--- src/rtl/fpu_fmovecr_sequencer_pkg.sv ---
// Shared FPU definitions: extended-format field layout, rounding encodings,
// FPSR condition-code positions and the FMOVECR sequencer states.
package fpu_fmovecr_sequencer_pkg;

  localparam int SIGN_BIT = 79;
  localparam int EXP_MSB  = 78;
  localparam int EXP_LSB  = 64;
  localparam int MANT_MSB = 63;
  localparam int MANT_LSB = 0;

  localparam logic [14:0] EXP_MAX  = 15'h7FFF;
  localparam logic [14:0] EXP_ZERO = 15'h0000;

  typedef enum logic [1:0] {
    PREC_EXT     = 2'b00,
    PREC_SGL     = 2'b01,
    PREC_DBL     = 2'b10,
    PREC_EXT_ALT = 2'b11
  } rnd_prec_t;

  typedef enum logic [1:0] {
    RND_RN = 2'b00,
    RND_RZ = 2'b01,
    RND_RM = 2'b10,
    RND_RP = 2'b11
  } rnd_mode_t;

  localparam int CC_N   = 3;
  localparam int CC_Z   = 2;
  localparam int CC_I   = 1;
  localparam int CC_NAN = 0;

  typedef enum logic [2:0] {
    ST_IDLE  = 3'd0,
    ST_READ  = 3'd1,
    ST_WAIT  = 3'd2,
    ST_ROUND = 3'd3,
    ST_DONE  = 3'd4
  } state_t;

  // Condition codes of an extended value; the explicit integer bit is ignored for I/NaN.
  function automatic logic [3:0] ext_cond_codes(input logic [79:0] v);
    logic [3:0]  cc;
    logic [14:0] e;
    cc = 4'b0000;
    e  = v[EXP_MSB:EXP_LSB];
    cc[CC_N]   = v[SIGN_BIT];
    cc[CC_Z]   = (e == EXP_ZERO) && (v[MANT_MSB:MANT_LSB] == 64'd0);
    cc[CC_I]   = (e == EXP_MAX) && (v[62:0] == 63'd0);
    cc[CC_NAN] = (e == EXP_MAX) && (v[62:0] != 63'd0);
    return cc;
  endfunction

endpackage

--- src/rtl/fpu_ext_rounder.sv ---
// Combinational round of an 80-bit extended value to extended/single/double
// mantissa width under the four FPCR rounding modes.
module fpu_ext_rounder
  import fpu_fmovecr_sequencer_pkg::*;
(
  input  logic        sign,
  input  logic [14:0] exp,
  input  logic [63:0] mant,
  input  logic [1:0]  prec,
  input  logic [1:0]  mode,
  output logic [79:0] rounded,
  output logic        inexact
);

  logic [63:0] keep_mask_s;
  logic [63:0] unit_s;
  logic        guard_s;
  logic        sticky_s;
  logic        lsb_s;
  logic        inc_s;
  logic        narrow_s;
  logic [64:0] sum_s;

  // Select kept width, guard/sticky and the LSB weight for the target precision.
  always_comb begin
    keep_mask_s = 64'hFFFF_FFFF_FFFF_FFFF;
    unit_s      = 64'd0;
    guard_s     = 1'b0;
    sticky_s    = 1'b0;
    lsb_s       = 1'b0;
    narrow_s    = 1'b0;
    case (prec)
      PREC_SGL: begin
        keep_mask_s = 64'hFFFF_FF00_0000_0000;
        unit_s      = 64'h0000_0100_0000_0000;
        guard_s     = mant[39];
        sticky_s    = |mant[38:0];
        lsb_s       = mant[40];
        narrow_s    = 1'b1;
      end
      PREC_DBL: begin
        keep_mask_s = 64'hFFFF_FFFF_FFFF_F800;
        unit_s      = 64'h0000_0000_0000_0800;
        guard_s     = mant[10];
        sticky_s    = |mant[9:0];
        lsb_s       = mant[11];
        narrow_s    = 1'b1;
      end
      default: begin
        keep_mask_s = 64'hFFFF_FFFF_FFFF_FFFF;
        unit_s      = 64'd0;
        narrow_s    = 1'b0;
      end
    endcase
  end

  // Round-up decision per mode.
  always_comb begin
    inc_s = 1'b0;
    case (mode)
      RND_RN:  inc_s = guard_s & (sticky_s | lsb_s);
      RND_RZ:  inc_s = 1'b0;
      RND_RM:  inc_s = sign & (guard_s | sticky_s);
      RND_RP:  inc_s = ~sign & (guard_s | sticky_s);
      default: inc_s = 1'b0;
    endcase
  end

  assign sum_s = {1'b0, mant & keep_mask_s} + {1'b0, (inc_s ? unit_s : 64'd0)};

  // Assemble the result; zeros, specials and extended precision pass through untouched.
  always_comb begin
    rounded = {sign, exp, mant};
    inexact = 1'b0;
    if (!narrow_s || (exp == EXP_MAX) || ((exp == EXP_ZERO) && (mant == 64'd0))) begin
      rounded = {sign, exp, mant};
      inexact = 1'b0;
    end else if (sum_s[64]) begin
      inexact = 1'b1;
      if (exp == 15'h7FFE) begin
        rounded = {sign, EXP_MAX, 64'd0};
      end else begin
        rounded = {sign, exp + 15'd1, 64'h8000_0000_0000_0000};
      end
    end else begin
      rounded = {sign, exp, sum_s[63:0]};
      inexact = guard_s | sticky_s;
    end
  end

endmodule

--- src/rtl/fpu_fmovecr_sequencer_checker.sv ---
// Protocol assertions for the FMOVECR sequencer / constant ROM handshake.
module fpu_fmovecr_sequencer_checker
  import fpu_fmovecr_sequencer_pkg::*;
#(
  parameter int ROM_LATENCY = 1
) (
  input logic   clk,
  input logic   nReset,
  input state_t state,
  input logic   read_enable,
  input logic   constant_valid,
  input logic   done
);

  logic [7:0] since_read_r;

  // Cycles elapsed since the last ROM read strobe, saturating.
  always_ff @(posedge clk or negedge nReset) begin
    if (!nReset) begin
      since_read_r <= 8'd0;
    end else if (read_enable) begin
      since_read_r <= 8'd1;
    end else if (since_read_r != 8'hFF && since_read_r != 8'd0) begin
      since_read_r <= since_read_r + 8'd1;
    end
  end

  a_valid_in_wait : assert property (@(posedge clk) disable iff (!nReset)
    constant_valid |-> (state == ST_WAIT) && (int'(since_read_r) >= ROM_LATENCY));

  a_read_one_cycle : assert property (@(posedge clk) disable iff (!nReset)
    read_enable |=> !read_enable);

  a_done_pulse : assert property (@(posedge clk) disable iff (!nReset)
    done |=> !done);

endmodule

--- src/rtl/fpu_fmovecr_sequencer.sv ---
// FMOVECR sequencer: reads an extended constant from the FPU ROM, rounds it to
// the FPCR precision/mode and hands it to the FP register file with a done pulse.
module fpu_fmovecr_sequencer
  import fpu_fmovecr_sequencer_pkg::*;
#(
  parameter int ROM_LATENCY = 1
) (
  input  logic        clk,
  input  logic        nReset,
  input  logic        start,
  input  logic [6:0]  cr_offset,
  input  logic [2:0]  dest_reg,
  input  logic [1:0]  rnd_prec,
  input  logic [1:0]  rnd_mode,
  output logic [6:0]  rom_offset,
  output logic        read_enable,
  input  logic [79:0] constant_in,
  input  logic        constant_valid,
  output logic        busy,
  output logic        done,
  output logic [79:0] result,
  output logic [2:0]  result_reg,
  output logic [3:0]  fpsr_cc,
  output logic        inexact
);

  state_t      state_r;
  state_t      state_s;

  logic [2:0]  dest_lat_r;
  logic [1:0]  prec_lat_r;
  logic [1:0]  mode_lat_r;
  logic [79:0] const_r;

  logic [6:0]  rom_offset_r;
  logic        read_enable_r;
  logic        busy_r;
  logic        done_r;
  logic [79:0] result_r;
  logic [2:0]  result_reg_r;
  logic [3:0]  fpsr_cc_r;
  logic        inexact_r;

  logic [79:0] rounded_s;
  logic        rnd_inexact_s;

  fpu_ext_rounder u_rounder (
    .sign    (const_r[SIGN_BIT]),
    .exp     (const_r[EXP_MSB:EXP_LSB]),
    .mant    (const_r[MANT_MSB:MANT_LSB]),
    .prec    (prec_lat_r),
    .mode    (mode_lat_r),
    .rounded (rounded_s),
    .inexact (rnd_inexact_s)
  );

  // Next-state logic; start is only honoured from IDLE.
  always_comb begin
    state_s = state_r;
    case (state_r)
      ST_IDLE: begin
        if (start) begin
          state_s = ST_READ;
        end else begin
          state_s = ST_IDLE;
        end
      end
      ST_READ: state_s = ST_WAIT;
      ST_WAIT: begin
        if (constant_valid) begin
          state_s = ST_ROUND;
        end else begin
          state_s = ST_WAIT;
        end
      end
      ST_ROUND: state_s = ST_DONE;
      ST_DONE:  state_s = ST_IDLE;
      default:  state_s = ST_IDLE;
    endcase
  end

  // State register.
  always_ff @(posedge clk or negedge nReset) begin
    if (!nReset) begin
      state_r <= ST_IDLE;
    end else begin
      state_r <= state_s;
    end
  end

  // Request latches, ROM capture and registered outputs aligned with the next state.
  always_ff @(posedge clk or negedge nReset) begin
    if (!nReset) begin
      dest_lat_r    <= 3'd0;
      prec_lat_r    <= 2'd0;
      mode_lat_r    <= 2'd0;
      const_r       <= 80'd0;
      rom_offset_r  <= 7'd0;
      read_enable_r <= 1'b0;
      busy_r        <= 1'b0;
      done_r        <= 1'b0;
      result_r      <= 80'd0;
      result_reg_r  <= 3'd0;
      fpsr_cc_r     <= 4'd0;
      inexact_r     <= 1'b0;
    end else begin
      read_enable_r <= (state_s == ST_READ);
      busy_r        <= (state_s != ST_IDLE);
      done_r        <= (state_s == ST_DONE);
      if (state_r == ST_IDLE && start) begin
        rom_offset_r <= cr_offset;
        dest_lat_r   <= dest_reg;
        prec_lat_r   <= rnd_prec;
        mode_lat_r   <= rnd_mode;
      end
      if (state_r == ST_WAIT && constant_valid) begin
        const_r <= constant_in;
      end
      if (state_r == ST_ROUND) begin
        result_r     <= rounded_s;
        result_reg_r <= dest_lat_r;
        fpsr_cc_r    <= ext_cond_codes(rounded_s);
        inexact_r    <= rnd_inexact_s;
      end
    end
  end

  assign rom_offset  = rom_offset_r;
  assign read_enable = read_enable_r;
  assign busy        = busy_r;
  assign done        = done_r;
  assign result      = result_r;
  assign result_reg  = result_reg_r;
  assign fpsr_cc     = fpsr_cc_r;
  assign inexact     = inexact_r;

  fpu_fmovecr_sequencer_checker #(.ROM_LATENCY(ROM_LATENCY)) u_checker (
    .clk            (clk),
    .nReset         (nReset),
    .state          (state_r),
    .read_enable    (read_enable_r),
    .constant_valid (constant_valid),
    .done           (done_r)
  );

endmodule

--- config.mk ---
export PLATFORM = sky130hd
export DESIGN_NAME = fpu_fmovecr_sequencer
export DESIGN_NICKNAME = d
export VERILOG_FILES = /design/src/rtl/fpu_fmovecr_sequencer_pkg.sv /design/src/rtl/fpu_ext_rounder.sv /design/src/rtl/fpu_fmovecr_sequencer_checker.sv /design/src/rtl/fpu_fmovecr_sequencer.sv
export SDC_FILE = /design/constraint.sdc
export NUM_CORES = 1
export LEC_CHECK = 0
export ABC_AREA = 1
export CAP_MARGIN = 20
export CORE_UTILIZATION = 45
export DETAILED_ROUTE_END_ITERATION = 6
export PLACE_DENSITY_LB_ADDON = 0.1
export SYNTH_ARGS = -nofsm -noshare
export SYNTH_HDL_FRONTEND = slang
export SYNTH_SLANG_ARGS = --single-unit
export TNS_END_PERCENT = 30
--- constraint.sdc ---
create_clock -name clk -period 3.35 [get_ports clk]
set_clock_uncertainty 0.2 [all_clocks]
set_input_delay 0.8375 -clock clk [delete_from_list [all_inputs] [get_ports clk]]
set_output_delay 0.8375 -clock clk [all_outputs]
set_load 0.05 [all_outputs]
== After elaboration in Yosys (flattened, before gate mapping) ==
Cells that the tools add are included.

* Add/subtract/negate cells: 2
* Multipliers: 0
* Div/mod/pow operators: 0
* Order comparisons: 0
* Equal/unequal tests: 13
* Shifts and indexed selects: 0
* Mux-type cells: 16
* Bitwise gates (word level): 7
* Reduce and logical (&&, ||, !) cells: 21

{| class="wikitable"
|+ Operators with widths
! operator !! count
|-
| $mux W79 || 3
|-
| $logic_not A64 Y1 || 2
|-
| $pmux W41 S2 || 1
|-
| $pmux W40 S2 || 1
|-
| $add A64 B64 Y65 || 1
|-
| $and A64 B64 Y64 || 1
|-
| $logic_not A63 Y1 || 1
|-
| $reduce_bool A63 Y1 || 1
|-
| $eq A15 B15 Y1 const B || 3
|-
| $mux W41 || 1
|-
| $reduce_or A39 Y1 || 1
|-
| $logic_not A15 Y1 || 2
|-
| $add A15 B1 Y15 const B || 1
|-
| $pmux W3 S4 || 1
|-
| $reduce_or A10 Y1 || 1
|-
| $eq A2 B2 Y1 const B || 3
|-
| $eq A3 B1 Y1 const B || 2
|-
| $eq A3 B2 Y1 const B || 2
|-
| $logic_and A1 B1 Y1 || 6
|-
| $pmux W1 S2 || 3
|-
| $mux W1 || 5
|-
| $eq A2 B1 Y1 const B || 2
|-
| $pmux W1 S4 || 1
|-
| $and A1 B1 Y1 || 3
|-
| 9 further kinds || 11
|}

* Flip-flop bits (word level): 188
* Bits in latches: 0
* RAM bits: 0
* Bits in read-only memories: 0
* Input port bits: 98
* Output and inout bits: 98
* Word-level logic and storage cells: 72
* Memories: 0

== Logic depth before layout (Yosys ltp) ==
* Depth after elaboration: 11
* Gate-level depth with buffers: 31
* Gate-level depth less buffers: 31

== Hierarchy ==
From an unflattened synthesis, not the netlist that was laid out.

* Cells, all modules: 1595
* Area, all modules: 11302.1 µm²

{| class="wikitable"
|+ Modules (own cells, without submodules)
! module !! instances !! cells each !! area each (µm²) !! seq. area each (µm²)
|-
| fpu_fmovecr_sequencer || 1 || 705 || 7279.5 || 4679.5
|-
| fpu_ext_rounder || 1 || 890 || 4022.6 || 0.0
|}

== Least setup slack after synthesis ==
Ideal clock, no wire load.

* Path kind: reg2reg
* Start: register const_r[13]
* End: register fpsr_cc_r[0], in the netlist fpsr_cc[0]
* Setup time: 0.118 ns
* Data arrival time: 3.272 ns
* Required time: 3.032 ns
* Slack: -0.240 ns
* Cell stages (with the launch flop): 31
* Path buffers: 1
* Clock period less this slack: 3.590 ns
* Cells stage by stage: dfrtp_1 > nor2_1 > nand2_1 > nor2_1 > nand2_1 > nor2_1 > a21oi_1 > o21ai_0 > a31o_2 > nand2_1 > o211ai_1 > nor2_1 > ha_1 > nand2_1 > nor2_1 > nand2_1 > nor2_2 > nand3_2 > nand2_2 > nand2_2 > buf_6 > nand2_2 > nand2_1 > nor2_1 > nand2_1 > nor2_1 > nand2_1 > nor2_2 > nand3_1 > nand2_1 > nand2_1

* Longest elaborated chain between the ends: 11

{| class="wikitable"
|+ Ends and longest elaborated chain
! element !! RTL line !! source
|-
| start, declared || fpu_fmovecr_sequencer.sv:33 || <nowiki>logic [79:0] const_r;</nowiki>
|-
| start signal, assigned || fpu_fmovecr_sequencer.sv:117 || <nowiki>const_r <= constant_in;</nowiki>
|-
| $reduce_or A39 Y1 || fpu_ext_rounder.sv:37 || <nowiki>sticky_s = |mant[38:0];</nowiki>
|-
| $pmux W1 S2 || fpu_ext_rounder.sv:32 || <nowiki>case (prec)</nowiki>
|-
| $or A1 B1 Y1, on equally long branches || fpu_ext_rounder.sv:63, fpu_ext_rounder.sv:64, fpu_ext_rounder.sv:61 ||
|-
| $and A1 B1 Y1, on equally long branches || fpu_ext_rounder.sv:64, fpu_ext_rounder.sv:61, fpu_ext_rounder.sv:63 ||
|-
| $pmux W1 S4 || fpu_ext_rounder.sv:60 || <nowiki>case (mode)</nowiki>
|-
| $mux W41 || fpu_ext_rounder.sv:69 || <nowiki>assign sum_s = {1'b0, mant & keep_mask_s} + {1'b0, (inc_s ? unit_s : 64'd0)};</nowiki>
|-
| $add A64 B64 Y65 || fpu_ext_rounder.sv:69 ||
|-
| $mux W79 || fpu_ext_rounder.sv:78 || <nowiki>end else if (sum_s[64]) begin</nowiki>
|-
| $mux W79 (*) || fpu_ext_rounder.sv:75 || <nowiki>if (!narrow_s || (exp == EXP_MAX) || ((exp == EXP_ZERO) && (mant == 64'd0))) begin</nowiki>
|-
| $reduce_bool A63 Y1 / $eq A15 B15 Y1 (equally long branches) || fpu_fmovecr_sequencer_pkg.sv:50 || <nowiki>cc[CC_NAN] = (e == EXP_MAX) && (v[62:0] != 63'd0);</nowiki>
|-
| $logic_and A1 B1 Y1 (*) || fpu_fmovecr_sequencer_pkg.sv:50 ||
|-
| end signal, assigned || fpu_fmovecr_sequencer.sv:122 || <nowiki>fpsr_cc_r <= ext_cond_codes(rounded_s);</nowiki>
|-
| end, declared || fpu_fmovecr_sequencer.sv:41 || <nowiki>logic [3:0] fpsr_cc_r;</nowiki>
|}

Mark *: on every way between the ends. The rest lies on a longest branch, timed or not.
A chain may end at the register's enable or synchronous reset.

== Worst setup path after layout ==
* Start: register const_r[24]
* End: register fpsr_cc_r[2], in the netlist fpsr_cc[2]

* Longest elaborated chain between the ends: 11

{| class="wikitable"
|+ Ends and longest elaborated chain
! element !! RTL line !! source
|-
| $reduce_or A39 Y1 || fpu_ext_rounder.sv:37 ||
|-
| $pmux W1 S2 || fpu_ext_rounder.sv:32 ||
|-
| $or A1 B1 Y1, on equally long branches || fpu_ext_rounder.sv:63, fpu_ext_rounder.sv:64, fpu_ext_rounder.sv:61 ||
|-
| $and A1 B1 Y1, on equally long branches || fpu_ext_rounder.sv:64, fpu_ext_rounder.sv:61, fpu_ext_rounder.sv:63 ||
|-
| $pmux W1 S4 || fpu_ext_rounder.sv:60 ||
|-
| $mux W41 || fpu_ext_rounder.sv:69 ||
|-
| $add A64 B64 Y65 || fpu_ext_rounder.sv:69 ||
|-
| $mux W79 || fpu_ext_rounder.sv:78 ||
|-
| $mux W79 (*) || fpu_ext_rounder.sv:75 ||
|-
| $logic_not A64 Y1 / $logic_not A15 Y1 (equally long branches) || fpu_fmovecr_sequencer_pkg.sv:48 || <nowiki>cc[CC_Z] = (e == EXP_ZERO) && (v[MANT_MSB:MANT_LSB] == 64'd0);</nowiki>
|-
| $logic_and A1 B1 Y1 (*) || fpu_fmovecr_sequencer_pkg.sv:48 ||
|}

Marks and branches as above.

==> results.json <==
{
  "syn_avg_cell_area_sq_um": 6.857,
  "rsz0062_at_grt": "true",
  "clkPwrFrac_pct": 11.2,
  "dieArea_sq_um": 26740,
  "slew_headroom_pct": 59.88,
  "drtIter0Drc": 1007,
  "cts_buffer_depth": 2,
  "die_w_um": 163.5,
  "slew_viol_final": 0,
  "grt_use_total_pct": 32.49,
  "cts_tree": "built",
  "final-setup-viol-count": 72,
  "h-tree-depth": 4,
  "r2r_end": "fpsr_cc[2]",
  "nets": 2262,
  "layout-drive-gt1-share_pct": 25.78,
  "min_period_ps": 4393,
  "hold_viol": 0,
  "placementRows": 58,
  "power_mw": 20.46,
  "cp_common_cell": "nor2_4",
  "synth_ff_type": "dfrtp_1",
  "synth.cell_area_sq_um": 11740,
  "grt_max_degree": 86,
  "cts_buffers": 17,
  "post_drt_wl_per_cell_um": 16.85,
  "place_congestion": 0.9630,
  "finalCritPeriodShare_pct": 131.1,
  "antenna_found_initial": 0,
  "ioPinCount": 196,
  "yosys_register_bits": 187,
  "tns_ps": -34260,
  "rr_worst_depth": 27,
  "synth_nets": 1819,
  "placed_cell_area_sq_um": 15860,
  "routed_wl_mm": 42.09,
  "overflow": 0,
  "area_growth_pct": 50.07,
  "worstSkewPairLatency_ps": 450,
  "cp_top_family": "simple AND/OR/NAND/NOR gates",
  "max_stage_delay_ps": 390,
  "reg2reg_slack_ps": -1040,
  "synth.distinct_cells": 45,
  "syn_inst": 1712,
  "antennaDiodeCount": 0,
  "final_cells": 2498,
  "layout_commonest_cell": "nand2_1",
  "hold_path_class": "input port to async pin",
  "final_cell_area_sq_um": 17620,
  "max_clock_freq_ghz": 0.2276,
  "p_per_area_nw_per_um2": 1161,
  "arrival_ps": 4580,
  "path_max_fanout": 8,
  "clk_pin_slew_ps": 90,
  "ant_nets": 0,
  "setup_slack_ps": -1043,
  "dp_hpwl_mm": 30.94,
  "drc": 0,
  "tightest_slew_ps": 601.8,
  "crit_buf_inv": 2,
  "startpoint_type": "flop",
  "cp-end-kind": "flop",
  "vias_per_cell": 5.177,
  "num_vias": 12930,
  "power_leakage_nw": 8.528,
  "core_sq_um": 25400,
  "io_buffers": 195,
  "internal-power_mw": 10.13,
  "cts-root-buf": "clkbuf_16",
  "final_cell_mix": "494 x nand2_1, 261 x nor2_1, 249 x buf_4",
  "power_frac_comb_pct": 68.4,
  "seqPwrFrac_pct": 20.4,
  "crit_type": "flop to flop",
  "grt_pass1_vias": 12670,
  "r2r-start": "const_r[24]",
  "ir_drop_mv": 0.6923,
  "violations": "setup timing",
  "cp_data_required_time_ps": 3530,
  "grt_pass1_wl_mm": 67.22,
  "ys_seq_area_share_pct": 39.86,
  "dp_slack_ps": -1109,
  "p_switching_mw": 10.32,
  "async_flop_share_pct": 100.0,
  "largest_register_ffs": 83,
  "outcome": "complete, but fails checks",
  "synth_edf_count": 0,
  "crit_path_top_delay_cell": "dfrtp_1",
  "yosysWarningCount": 0,
  "dp.cells": 2425,
  "die_h_um": 163.5,
  "cts.sinks": 187,
  "swShare_pct": 50.47,
  "initial_core_util_pct": 46.22,
  "first_pass_iters": 7,
  "cap_viol_max_count": 0
}
## metrics by stage
| stage | utilization [%] | hold WS [ps] |
|---|---|---|
| after floorplan | - | 246.3 |
| after global placement | 62.43 | 255.6 |
| after detailed placement | 62.43 | 264.2 |
| after global routing | 69.36 | 210.4 |
| after CTS | 68.21 | 206.9 |
| final | 69.36 | 180.0 |
## repair_timing
item | in CTS | in global routing
buffers inserted | 44 | 9
gates resized for setup | 153 | 75
endpoints found under the setup margin | 72 | 72
gates cloned | 4 | 0
pin swaps | 50 | 60
hold buffers | 0 | 0
## cell type report
| type | instances | area, sq um |
|---|---|---|
| Tap cell | 330 | 412.9 |
| Timing Repair Buffer | 487 | 4441 |
| Clock buffer | 17 | 425.4 |
| Sequential cell | 187 | 4679 |
| Clock inverter | 15 | 231.5 |
| Fill cell | 2181 | 7782 |
| Inverter | 157 | 591.8 |
| Multi-Input combinational cell | 1305 | 6835 |
## metal layers
layer | global-route usage (%) | part of all wire [%] | wire length (um) | vias to the layer above
met2 | 54.82 | 48 | 20110 | 408
met4 | 9.806 | 2.9 | 1201 | 0
li1 | - | - | - | 6335
met5 | 0 | 0 | 0 | -
met3 | 4.342 | 5.0 | 2114 | 77
met1 | 43.12 | 44 | 18660 | 6113
## Yosys cell counts (2+ instances only)
cell / instances / area share (%)
o21ai_2: 2 / 0.15
buf_2: 15 / 0.64
o21ai_1: 8 / 0.34
ha_1: 9 / 0.96
clkbuf_1: 36 / 1.2
mux2_2: 24 / 2.3
nand3_2: 10 / 0.85
nand2_2: 18 / 0.96
nand4_1: 27 / 1.4
o31ai_1: 4 / 0.26
clkinv_1: 2 / 0.064
o21bai_1: 2 / 0.13
dfrtp_1: 187 / 40
xnor2_1: 7 / 0.52
nor3_4: 2 / 0.28
inv_2: 6 / 0.19
a21oi_2: 2 / 0.15
buf_6: 7 / 0.67
nor2_1: 292 / 9.3
o21ai_0: 69 / 2.9
buf_1: 4 / 0.13
a21oi_1: 62 / 2.6
nand2_1: 537 / 17
xor2_1: 21 / 1.6
nor3_1: 18 / 0.77
a31oi_1: 21 / 1.1
buf_4: 3 / 0.19
o22ai_1: 3 / 0.16
nand3b_1: 8 / 0.51
nor2_4: 6 / 0.58
nand3_1: 124 / 5.3
inv_1: 149 / 4.8
nor2_2: 15 / 0.80
## worst max path at each step
stage                     slack, ps    endpoint   startpoint  depth (start not counted)
final                         -1040  fpsr_cc[2]  const_r[24]                         27
after global routing          -1320  fpsr_cc[2]  const_r[24]                         29
after CTS                      -840  fpsr_cc[0]  const_r[25]                         29
after detailed placement      -1110  fpsr_cc[0]   const_r[1]                         27
after global placement        -1010  fpsr_cc[0]   const_r[1]                         27
after floorplan                -140  fpsr_cc[0]  const_r[13]                         30
## cell families after synthesis
| group | after synthesis | synth area share [%] |
|---|---|---|
| adders and majority gates | 9 | 0.9593 |
| buffers and inverters | 223 | 7.930 |
| muxes | 24 | 2.302 |
| xor gates and xnor gates | 28 | 2.089 |
| and+or+nand+nor | 1064 | 38.67 |
| DFF | 187 | 39.86 |
| AOI/OAI and AO/OA | 177 | 8.186 |
## power groups by stage
stage	Combinational [mW]	Clock, mW	Sequential (mW)
2_1_floorplan	5.33	0	5.94
3_3_place_gp	12.3	0	4.16
3_5_place_dp	12.4	0	4.18
4_1_cts	13.5	2.32	4.15
5_1_grt	15.2	2.40	4.30
6_report	14.0	2.29	4.17
Power figures use the tool's default switching activity.
